[config.mk]
export PLATFORM = sky130hd
export DESIGN_NAME = ysyx22041405_fetch_queue
export DESIGN_NICKNAME = d
export VERILOG_FILES = /design/src/rtl/ysyx22041405_fetch_queue.sv
export SDC_FILE = /design/constraint.sdc
export NUM_CORES = 1
export LEC_CHECK = 0
export CORE_MARGIN = 3
export CORE_UTILIZATION = 32
export CTS_BUF_LIST = sky130_fd_sc_hd__clkbuf_2
export CTS_CLUSTER_DIAMETER = 150
export CTS_CLUSTER_SIZE = 20
export DETAILED_ROUTE_END_ITERATION = 8
export GPL_ROUTABILITY_DRIVEN = 0
export PLACE_DENSITY_LB_ADDON = 0.15
export SETUP_SLACK_MARGIN = 0.5
export SLEW_MARGIN = 5
export SYNTH_ARGS = -nofsm -noshare
export SYNTH_HDL_FRONTEND = slang
export SYNTH_SLANG_ARGS = --single-unit
[constraint.sdc]
create_clock -name clk -period 9.9 [get_ports clk]
set_input_delay 1.98 -clock clk [delete_from_list [all_inputs] [get_ports clk]]
set_output_delay 1.98 -clock clk [all_outputs]
set_load 0.01 [all_outputs]
[src/rtl/ysyx22041405_fetch_queue.sv]
// ysyx22041405_fetch_queue
//
// Instruction-fetch front end. Owns the architectural fetch PC, issues one
// outstanding request at a time to instruction memory, and buffers the
// returned {pc, inst} pairs in a DEPTH-entry FIFO that decode drains through
// a valid/ready handshake. A redirect flushes the FIFO, marks any in-flight
// request as stale, and restarts fetch at redirect_pc.
//
// Ports:
//   clk, rst                    rising-edge clock, asynchronous active-high reset
//   imem_req_valid/ready/addr   fetch request channel (addr is the current pc)
//   imem_rsp_valid/data         in-order response, one per accepted request
//   redirect_valid/pc           flush and restart fetch at a new PC
//   out_valid/ready/pc/inst     FIFO head towards decode
//   perf_fetch_cnt              accepted request count
//
// Optional feature: define IFU_PERF_CNT_EN to build the request counter
// behind perf_fetch_cnt; otherwise perf_fetch_cnt is tied to zero.

module ysyx22041405_fetch_queue #(
    parameter int               WIDTH    = 32,
    parameter logic [WIDTH-1:0] RESET_PC = 32'h8000_0000,
    parameter int               DEPTH    = 2
) (
    input  logic             clk,
    input  logic             rst,
    output logic             imem_req_valid,
    input  logic             imem_req_ready,
    output logic [WIDTH-1:0] imem_req_addr,
    input  logic             imem_rsp_valid,
    input  logic [31:0]      imem_rsp_data,
    input  logic             redirect_valid,
    input  logic [WIDTH-1:0] redirect_pc,
    output logic             out_valid,
    input  logic             out_ready,
    output logic [WIDTH-1:0] out_pc,
    output logic [31:0]      out_inst,
    output logic [31:0]      perf_fetch_cnt
);

    localparam int PTR_W = $clog2(DEPTH);
    localparam int CNT_W = PTR_W + 1;
    localparam logic [CNT_W:0] DEPTH_C = (CNT_W + 1)'(DEPTH);

    typedef enum logic [1:0] {
        IDLE,
        REQ,
        WAIT,
        DROP
    } state_t;

    state_t           state;
    state_t           state_nxt;
    logic [WIDTH-1:0] pc;
    logic [WIDTH-1:0] req_pc;

    logic [WIDTH-1:0] pc_mem   [DEPTH];
    logic [31:0]      inst_mem [DEPTH];
    logic [PTR_W-1:0] rd_ptr;
    logic [PTR_W-1:0] wr_ptr;
    logic [CNT_W-1:0] count;

    logic             req_hs;
    logic             push;
    logic             pop;
    logic [CNT_W:0]   count_after_pop;
    logic [CNT_W:0]   count_after_push_pop;

    assign imem_req_valid = (state == REQ);
    assign imem_req_addr  = pc;
    assign out_valid      = (count != '0);
    assign out_pc         = pc_mem[rd_ptr];
    assign out_inst       = inst_mem[rd_ptr];

    assign req_hs = imem_req_valid & imem_req_ready;
    assign pop    = out_valid & out_ready;
    // A response only lands in the FIFO when we are waiting for a live request
    // and no redirect is discarding it in the same cycle.
    assign push   = (state == WAIT) & imem_rsp_valid & ~redirect_valid;

    // Occupancy projections used to reserve a FIFO slot before requesting.
    assign count_after_pop      = {1'b0, count} - {{CNT_W{1'b0}}, pop};
    assign count_after_push_pop = {1'b0, count} + {{CNT_W{1'b0}}, 1'b1}
                                - {{CNT_W{1'b0}}, pop};

    always_ff @(posedge clk or posedge rst) begin
        if (rst) begin
            state <= IDLE;
        end else begin
            // NOTE: sequential state is updated with non-blocking assignments
            // so every register samples the pre-edge values of its inputs.
            state <= state_nxt;
        end
    end

    always_comb begin
        // NOTE: the default assignment first keeps this block free of latches.
        state_nxt = state;
        case (state)
            IDLE: begin
                if (!redirect_valid && (count_after_pop < DEPTH_C)) begin
                    state_nxt = REQ;
                end
            end
            REQ: begin
                if (req_hs) begin
                    state_nxt = redirect_valid ? DROP : WAIT;
                end else if (redirect_valid) begin
                    state_nxt = IDLE;
                end
            end
            WAIT: begin
                if (imem_rsp_valid) begin
                    state_nxt = (!redirect_valid && (count_after_push_pop < DEPTH_C))
                              ? REQ : IDLE;
                end else if (redirect_valid) begin
                    state_nxt = DROP;
                end
            end
            DROP: begin
                // The stale response retires the outstanding request even if
                // another redirect arrives alongside it; pc already holds the
                // newest target.
                if (imem_rsp_valid) begin
                    state_nxt = IDLE;
                end
            end
            default: state_nxt = IDLE;
        endcase
    end

    always_ff @(posedge clk or posedge rst) begin
        if (rst) begin
            pc     <= RESET_PC;
            req_pc <= '0;
        end else begin
            if (req_hs) begin
                req_pc <= pc;
            end
            if (redirect_valid) begin
                pc <= redirect_pc;
            end else if (req_hs) begin
                pc <= pc + WIDTH'(4);
            end
        end
    end

    always_ff @(posedge clk or posedge rst) begin
        if (rst) begin
            rd_ptr <= '0;
            wr_ptr <= '0;
            count  <= '0;
            // NOTE: the small storage array is reset so out_pc/out_inst read
            // zero out of reset instead of undefined contents.
            for (int i = 0; i < DEPTH; i++) begin
                pc_mem[i]   <= '0;
                inst_mem[i] <= '0;
            end
        end else if (redirect_valid) begin
            rd_ptr <= '0;
            wr_ptr <= '0;
            count  <= '0;
        end else begin
            if (push) begin
                pc_mem[wr_ptr]   <= req_pc;
                inst_mem[wr_ptr] <= imem_rsp_data;
                wr_ptr           <= wr_ptr + PTR_W'(1);
            end
            if (pop) begin
                rd_ptr <= rd_ptr + PTR_W'(1);
            end
            case ({push, pop})
                2'b10:   count <= count + CNT_W'(1);
                2'b01:   count <= count - CNT_W'(1);
                default: count <= count;
            endcase
        end
    end

`ifdef IFU_PERF_CNT_EN
    logic [31:0] perf_cnt;

    always_ff @(posedge clk or posedge rst) begin
        if (rst) begin
            perf_cnt <= '0;
        end else if (req_hs) begin
            perf_cnt <= perf_cnt + 32'd1;
        end
    end

    assign perf_fetch_cnt = perf_cnt;
`else
    assign perf_fetch_cnt = '0;
`endif

endmodule

==> key figures, run 1 <==
Floorplan
  • Initial core utilization: 0.3310
  • Die Height: 174.1 microns
  • Core footprint: 27330 sq um
  • IO Pins: 200
  • Std cell rows: 60
  • Full die area: 30310 sq um
  • Die width: 174.1 microns

Yosys
  • Netlist area before placement: 9044 sq um
  • Avg Cell Area, Syn: 13.07 sq um
  • Post-synth EDFFs: 0
  • YS warnings: 0
  • #FFs+latches synth: 198
  • Post-synth top flop: dfrtp_1
  • Sequential cell area fraction in the yosys report: 0.5480
  • Cell variety after synth: 42
  • Mapped Cells: 692
  • Post-synth ARST share: 1.000

Clocking
  • TritonCTS clock tree: built
  • Hold bufs inserted after CTS: 0
  • Clk_lat worst skew: 0.75 ns
  • CTS HTree Levels: 4
  • Clock transition at path regs: 0.27 ns
  • Root buffer cell: clkbuf_2
  • TritonCTS Sinks: 198
  • Max Root-Sink Buffers: 2
  • CTS-repair resized insts: 0
  • Post-CTS setup buffer count: 0
  • Clock buffer count from CTS: 17

Final layout
  • Leading cell type in the layout, fill and taps excluded: mux2_2
  • Final core occ: 0.4091
  • Layout area overhead: 23.62%
  • Most frequent cells in the layout: mux2_2 (222), dfrtp_1 (196), clkdlybuf4s50_1 (167)
  • Antenna diodes: 0
  • Final non-filler cell total: 1229
  • Share of layout cells above drive strength 1: 0.3139
  • Nets: 915

Timing
  • Setup tns final: 0 ns
  • Slew Viols, Final: 0
  • Final period utilization: 0.4938
  • Fmax: 204.6 MHz
  • Final WS setup: 5.011 ns
  • Final setup viols: 0
  • Fin crit period: 4.889 ns
  • RSZ-0062 raised after global routing: no
  • Tightest Pin Transition: 1.058 ns
  • Worst slew margin: 0.2948
  • Clk_skew: 0.02748 ns
  • Final Hold Fails: 0

Global routing
  • Met1 Usage GRT: 0.2038
  • Met2 GRT Util: 0.2141
  • Total Routing Usage GR: 0.1419
  • Remaining global-route overflow: 0
  • GRT busiest layer: met2
  • Vias in the first global route: 6022
  • Global routing usage on met3: 0.04128
  • Largest net degree at the start of global routing: 127
  • Antenna violations before repair: 1
  • First-pass GRT wire length: 34.29 mm

Worst hold path
  • Hold Crit Depth: 1
  • Hold Path Class: reg2reg

Worst setup path
  • Crit path kind: reg2out
  • CP Launch Type: flip-flop
  • CP arrival: 2.91 ns
  • R2R setup slack: 7.15 ns
  • Crit end category: output port
  • Crit path to: out_pc[26]
  • CP startpoint: rd_ptr
  • Data required, critical path: 7.92 ns
  • Worst R2R Path Depth: 4
  • R2r startpoint: state[1]
  • Critical path peak fanout: 65
  • R2r endpoint: imem_req_addr[19]

Routing
  • ANT nets after route: 0
  • Pre-antenna DRT Iters: 4
  • Wire length per cell: 17.63 microns
  • Vias per cell: 4.788
  • Initial drt markers: 233
  • Residual DRC: 0
  • Drt total wl: 21.67 mm
  • Routed via count: 5884

Run
  • MaxCap Viol Count: 0

Placed design
  • HPWL Detailed: 13.73 mm
  • Dpl ws: 4.969 ns
  • Port bufs: 167
  • Placed insts: 1197

Power
  • IR Drop Worst-Case VDD: 0.08677 mV
  • Leak: 4.787 nW
  • PwrDens: 237.3 nW/um^2

Outcome
  • Status: finished, final reports clean
registers in the layout, summed over array words and instances, names as in the netlist:
name and flops:
inst_mem 64, req_pc 32, wr_ptr 1, count 2
imem_req_addr 32, rd_ptr 1, state 2, pc_mem 64
power by group:
| group | switching [mW] | total, mW | internal, mW |
|---|---|---|---|
| combinational | 0.352 | 0.974 | 0.622 |
| clock | 0.298 | 0.397 | 0.0985 |
| sequential | 0.187 | 1.28 | 1.10 |
| total | 0.837 | 2.65 | 1.82 |
cell families after synthesis:
| logic type | share of synthesized area |
|---|---|
| simple gates | 0.07098 |
| compound gates | 0.04109 |
| flops | 0.5480 |
| fa+ha+maj | 0.001383 |
| buf+inv | 0.04704 |
| xor+xnor | 0.01356 |
| mux | 0.2775 |
| other cells | 0.0004147 |
stage by stage:
| stage | power [mW] | area [sq um] | hold slack, ns |
|---|---|---|---|
| floorplan | 1.826 | 9160 | 0.4595 |
| global placement | 2.279 | 10950 | 0.4814 |
| detailed placement | 2.292 | 10950 | 0.4872 |
| CTS | 2.704 | 11180 | 0.5434 |
| global route | 2.838 | 11180 | 0.5514 |
| finish | 2.653 | 11180 | 0.5381 |
cells in the mapped netlist (all sizes together), types with 8 or more instances:
cell	number	share of area
dfrtp	197	0.55
o31ai	11	0.0091
inv	8	0.0033
or4	14	0.012
nand4	10	0.0076
xnor2	11	0.011
a31oi	17	0.012
nor2	24	0.010
o21ai	24	0.013
nand2	32	0.013
buf	40	0.032
mux2	222	0.28
clkbuf	28	0.012
routing by layer:
layer,vias to the layer above,share of wire
li1,2724,-
met1,2985,0.49
met2,160,0.45
met3,13,0.051
met4,2,0.0084
met5,-,0.00060
worst min-delay path by stage:
stage / from / to / slack, ns
6_report: inst_mem[28] / inst_mem[28] / 0.54
5_1_grt: inst_mem[29] / inst_mem[29] / 0.55
4_1_cts: inst_mem[11] / inst_mem[11] / 0.54
3_5_place_dp: pc_mem[4] / pc_mem[4] / 0.49
3_3_place_gp: inst_mem[27] / inst_mem[27] / 0.48
2_1_floorplan: req_pc[20] / req_pc[20] / 0.46
worst max-delay path, stage by stage (launching register included):
cell	delay, ns
dfrtp_4	1.20
mux2_2	0.42
clkdlybuf4s50_1	0.54
cell type report:
class                      instances  area (sq um)
fill                            2685         16150
sequential                       198          4960
multi-input combinational        448          3794
timing repair buffer             170          1694
tap                              372         465.4
clock inverter                    15         140.1
clock buffer                      17         85.08
inverter                           9         41.29
(Power assumes the default switching activity.)
==> run 2, diff against run 1 <==
clock period = 4.3 ns   (was 9.9 ns; I/O delays follow)
==> key figures, run 2 (synthesized netlist as in run 1, its figures left out) <==
Outcome
  • Status: finished, final reports clean

Timing
  • Final WS setup: 0.8034 ns
  • Setup tns final: 0 ns
  • Final Hold Fails: 0
  • Fin crit period: 3.497 ns
  • Final hold slack: 0.5351 ns
  • Final period utilization: 0.8132
  • Slew Viols, Final: 0
  • Tightest Pin Transition: 0.7100 ns
  • Clk_skew: 0.03931 ns
  • Worst slew margin: 0.5257
  • RSZ-0062 raised after global routing: no
  • Fmax: 286.0 MHz
  • Final setup viols: 0

Worst setup path
  • Data required, critical path: 3.44 ns
  • R2R setup slack: 1.77 ns
  • Worst path max stage delay: 0.68 ns
  • Critical path peak fanout: 20
  • Critical path, cell by cell: buf_4 > mux2_2 > clkdlybuf4s50_1
  • CP arrival: 2.64 ns
  • CP Launch Type: flip-flop
  • Crit path kind: reg2out
  • Worst path slowest cell: dfrtp_4
  • Crit end category: output port

Clocking
  • TritonCTS Sinks: 198
  • Clk_lat worst skew: 0.74 ns
  • Hold bufs inserted after CTS: 0
  • Max Root-Sink Buffers: 2
  • CTS HTree Levels: 4
  • Clock buffer count from CTS: 17
  • Root buffer cell: clkbuf_2
  • TritonCTS clock tree: built
  • CTS-repair resized insts: 0
  • Clock transition at path regs: 0.30 ns

Routing
  • Vias per cell: 4.753
  • Drt total wl: 22.05 mm
  • Pre-antenna DRT Iters: 4
  • Routed via count: 5889
  • Residual DRC: 0
  • ANT nets after route: 0
  • Wire length per cell: 17.79 microns
  • Initial drt markers: 257

Final layout
  • Post-route design area: 11330 sq um
  • Layout fillers: 2661
  • Final core occ: 0.4145
  • Share of layout cells above drive strength 1: 0.3214
  • Layout area overhead: 25.24%
  • Most frequent cells in the layout: mux2_2 (222), dfrtp_1 (196), clkdlybuf4s50_1 (167)
  • Final non-filler cell total: 1239
  • Largest regs: inst_mem x64, pc_mem x64
  • Nets: 925
  • Leading cell type in the layout, fill and taps excluded: mux2_2

Floorplan
  • Std cell rows: 60
  • Die width: 174.1 microns
  • IO Pins: 200
  • Initial core utilization: 0.3310
  • Full die area: 30310 sq um
  • Die Height: 174.1 microns
  • Core footprint: 27330 sq um

Power
  • PwrDens: 545.6 nW/um^2
  • IR Drop Worst-Case VDD: 0.2684 mV
  • Total Power: 6.179 mW
  • Leak: 4.855 nW

Global routing
  • Total Routing Usage GR: 0.1446
  • Largest net degree at the start of global routing: 65
  • Antenna violations before repair: 2
  • Vias in the first global route: 6028
  • Remaining global-route overflow: 0
  • First-pass GRT wire length: 34.92 mm

Placed design
  • Port bufs: 167
  • HPWL Detailed: 14.57 mm
  • Placed insts: 1206
  • Dpl ws: 0.9727 ns
  • Post-DP Area: 11060 sq um

Worst hold path
  • Hold Path Class: in2async

Run
  • MaxCap Viol Count: 0
==> run 2: changes by cell type in the layout (fill, tap and decap cells not counted), moves of 3 or more <==
cell,before,now
buf_4,3,9
inv_8,3,0
inv_6,6,3
buf_12,0,4
==> run 2: layer usage <==
metal / up-vias / global-route usage / routed length (microns)
li1: 2757 / - / -
met1: 2949 / 0.2066 / 10800
met2: 169 / 0.2198 / 9829
met3: 12 / 0.04303 / 1237
met4: 2 / 0.02681 / 164
met5: - / 0 / 13
==> run 2: power by group <==
part / switching (mW) / leakage (nW) / internal, mW
sequential: 0.409 / 2.49 / 2.52
clock: 0.642 / 0.147 / 0.327
combinational: 0.834 / 2.22 / 1.44
==> run 2: what timing repair did <==
action / CTS / global route
buffers inserted: 1 / 0
setup endpoints to repair: 23 / 0
endpoints found under the hold margin: 0 / 0
==> run 2: worst max-delay path, delay by kind of cell (launching register included) <==
family	cells	cell delay, ns
mux	1	0.38
flops	1	0.68
buf+inv	2	0.88
==> run 2: area by class of cell <==
| class | count | area, sq um | area share |
|---|---|---|---|
| flip-flops and latches | 198 | 4960 | 0.4379 |
| well taps | 372 | 465.4 | 0.04110 |
| clock inverters | 11 | 150.1 | 0.01326 |
| diodes | 2 | 5.005 | 0.0004419 |
| repair buffers | 180 | 1819 | 0.1606 |
| multi-input cells | 448 | 3794 | 0.3350 |
| clock buffers | 19 | 95.09 | 0.008396 |
| inverters | 9 | 37.54 | 0.003314 |
==> run 2: worst paths after layout <==
path | start | to | depth (start not counted)
max reg2reg | imem_req_addr[2] | imem_req_addr[26] | 5
max | rd_ptr | out_inst[15] | 3
max in group asynchronous | rst | inst_mem[12] | 3
min | rst | inst_mem[15] | 2
min in group clk | pc_mem[26] | pc_mem[26] | 1
min reg2reg | pc_mem[26] | pc_mem[26] | 1
==> run 3, diff against run 2 <==
clock period = 3.2 ns   (was 4.3 ns; I/O delays follow)
==> key figures, run 3 (synthesized netlist as in run 1, its figures left out) <==
Timing
  • Fmax: 357.4 MHz
  • RSZ-0062 raised after global routing: yes
  • Worst slew margin: 0.6025
  • Final Hold Fails: 0
  • Fin crit period: 2.798 ns
  • Slew Viols, Final: 0
  • Final period utilization: 0.8745
  • Tightest Pin Transition: 0.5962 ns
  • Clk_skew: 0.04959 ns
  • Setup tns final: 0 ns
  • Final setup viols: 0

Global routing
  • Antenna violations before repair: 3
  • Total Routing Usage GR: 0.1496
  • Largest net degree at the start of global routing: 68
  • First-pass GRT wire length: 36.00 mm
  • Met1 Usage GRT: 0.2100
  • Remaining global-route overflow: 0
  • Global routing usage on met3: 0.04478
  • Vias in the first global route: 6136
  • Met2 GRT Util: 0.2353
  • GRT busiest layer: met2

Routing
  • Drt total wl: 22.75 mm
  • Routed via count: 6039
  • ANT nets after route: 0
  • Wire length per cell: 18.04 microns
  • Initial drt markers: 229
  • Pre-antenna DRT Iters: 4
  • Residual DRC: 0
  • Vias per cell: 4.789

Worst setup path
  • Crit path kind: reg2out
  • CP Launch Type: flip-flop
  • R2R setup slack: 0.91 ns
  • Crit end category: output port
  • Critical path peak fanout: 9
  • Data required, critical path: 2.56 ns
  • CP arrival: 2.16 ns

Final layout
  • Post-route design area: 11780 sq um
  • Leading cell type in the layout, fill and taps excluded: mux2_2
  • Nets: 946
  • Final core occ: 0.4309
  • Largest regs: inst_mem x64, pc_mem x64
  • Share of layout cells above drive strength 1: 0.4178
  • Most frequent cells in the layout: mux2_2 (215), dfrtp_1 (190), clkdlybuf4s50_1 (101)
  • Layout area overhead: 30.20%

Power
  • PwrDens: 720.7 nW/um^2
  • Leak: 5.195 nW
  • IR Drop Worst-Case VDD: 0.2902 mV

Clocking
  • Clock buffer count from CTS: 17
  • TritonCTS clock tree: built
  • CTS HTree Levels: 4
  • Hold bufs inserted after CTS: 0
  • TritonCTS Sinks: 198
  • Clk_lat worst skew: 0.75 ns
  • Clock transition at path regs: 0.33 ns
  • Root buffer cell: clkbuf_2
  • Max Root-Sink Buffers: 2

Placed design
  • HPWL Detailed: 14.57 mm
  • Port bufs: 167
  • Post-DP Area: 11150 sq um

Run
  • MaxCap Viol Count: 0

Floorplan
  • Std cell rows: 60
  • Die width: 174.1 microns
  • Initial core utilization: 0.3310
  • Die Height: 174.1 microns
  • Full die area: 30310 sq um
  • Core footprint: 27330 sq um
  • IO Pins: 200

Outcome
  • Status: finished, final reports clean

Worst hold path
  • Hold Path Class: in2async
[run 3: path summary, 6_finish.rpt]
| check | depth (start not counted) | endpoint | from |
|---|---|---|---|
| worst max-delay path | 5 | out_inst[11] | rd_ptr |
| worst min-delay path | 2 | pc_mem[8] | rst |
| worst max register to register | 4 | imem_req_addr[19] | imem_req_addr[5] |
| worst min register to register | 1 | pc_mem[3] | req_pc[3] |
| max in group asynchronous | 3 | imem_req_addr[31] | rst |
| min in group clk | 3 | imem_req_addr[6] | redirect_pc[6] |
[run 3: per-stage QoR]
| step | power [mW] | cells | setup slack, ns | hold WS, ns |
|---|---|---|---|---|
| after global routing | 9.050 | 1261 | 0.2436 | 0.1256 |
| after global placement | 7.090 | 1208 | 0.3323 | 0.4808 |
| after floorplan | 5.651 | 723 | 0.0004570 | 0.4595 |
| final | 8.486 | 1261 | 0.4017 | 0.2138 |
| after CTS | 8.572 | 1257 | 0.2977 | 0.1197 |
| after detailed placement | 7.127 | 1208 | 0.3238 | 0.4869 |
[run 3: critical path: stages, from the launching register on]
cell	delay (ns)
dfrtp_4	0.59
buf_6	0.14
buf_12	0.13
buf_16	0.15
mux2_4	0.30
buf_6	0.12
[run 3: layout make-up]
| type | instances | area [sq um] |
|---|---|---|
| inverters | 9 | 37.54 |
| multi-input cells | 448 | 3820 |
| fillers | 2642 | 15550 |
| well taps | 372 | 465.4 |
| repair buffers | 201 | 2211 |
| flip-flops and latches | 198 | 4967 |
| clock inverters | 15 | 186.4 |
| clock buffers | 17 | 85.08 |
| diodes | 1 | 2.502 |
[run 3: where the power goes]
| group | internal (mW) | leakage (nW) | switching (mW) |
|---|---|---|---|
| clock network | 0.397 | 0.158 | 0.947 |
| logic | 1.98 | 2.55 | 1.24 |
| registers | 3.39 | 2.49 | 0.531 |
| total | 5.77 | 5.20 | 2.71 |
[run 3: what timing repair did]
| action | 4_1_cts | 5_1_grt |
|---|---|---|
| gates resized for setup | 320 | 10 |
| setup endpoints to repair | 67 | 69 |
| gates cloned | 5 | 2 |
| buffers inserted | 12 | 1 |
[run 3: metal layers]
| metal | vias up | wire, microns |
|---|---|---|
| met1 | 3069 | 10860 |
| met5 | - | 27 |
| li1 | 2813 | - |
| met4 | 4 | 110 |
| met2 | 144 | 10470 |
| met3 | 9 | 1280 |
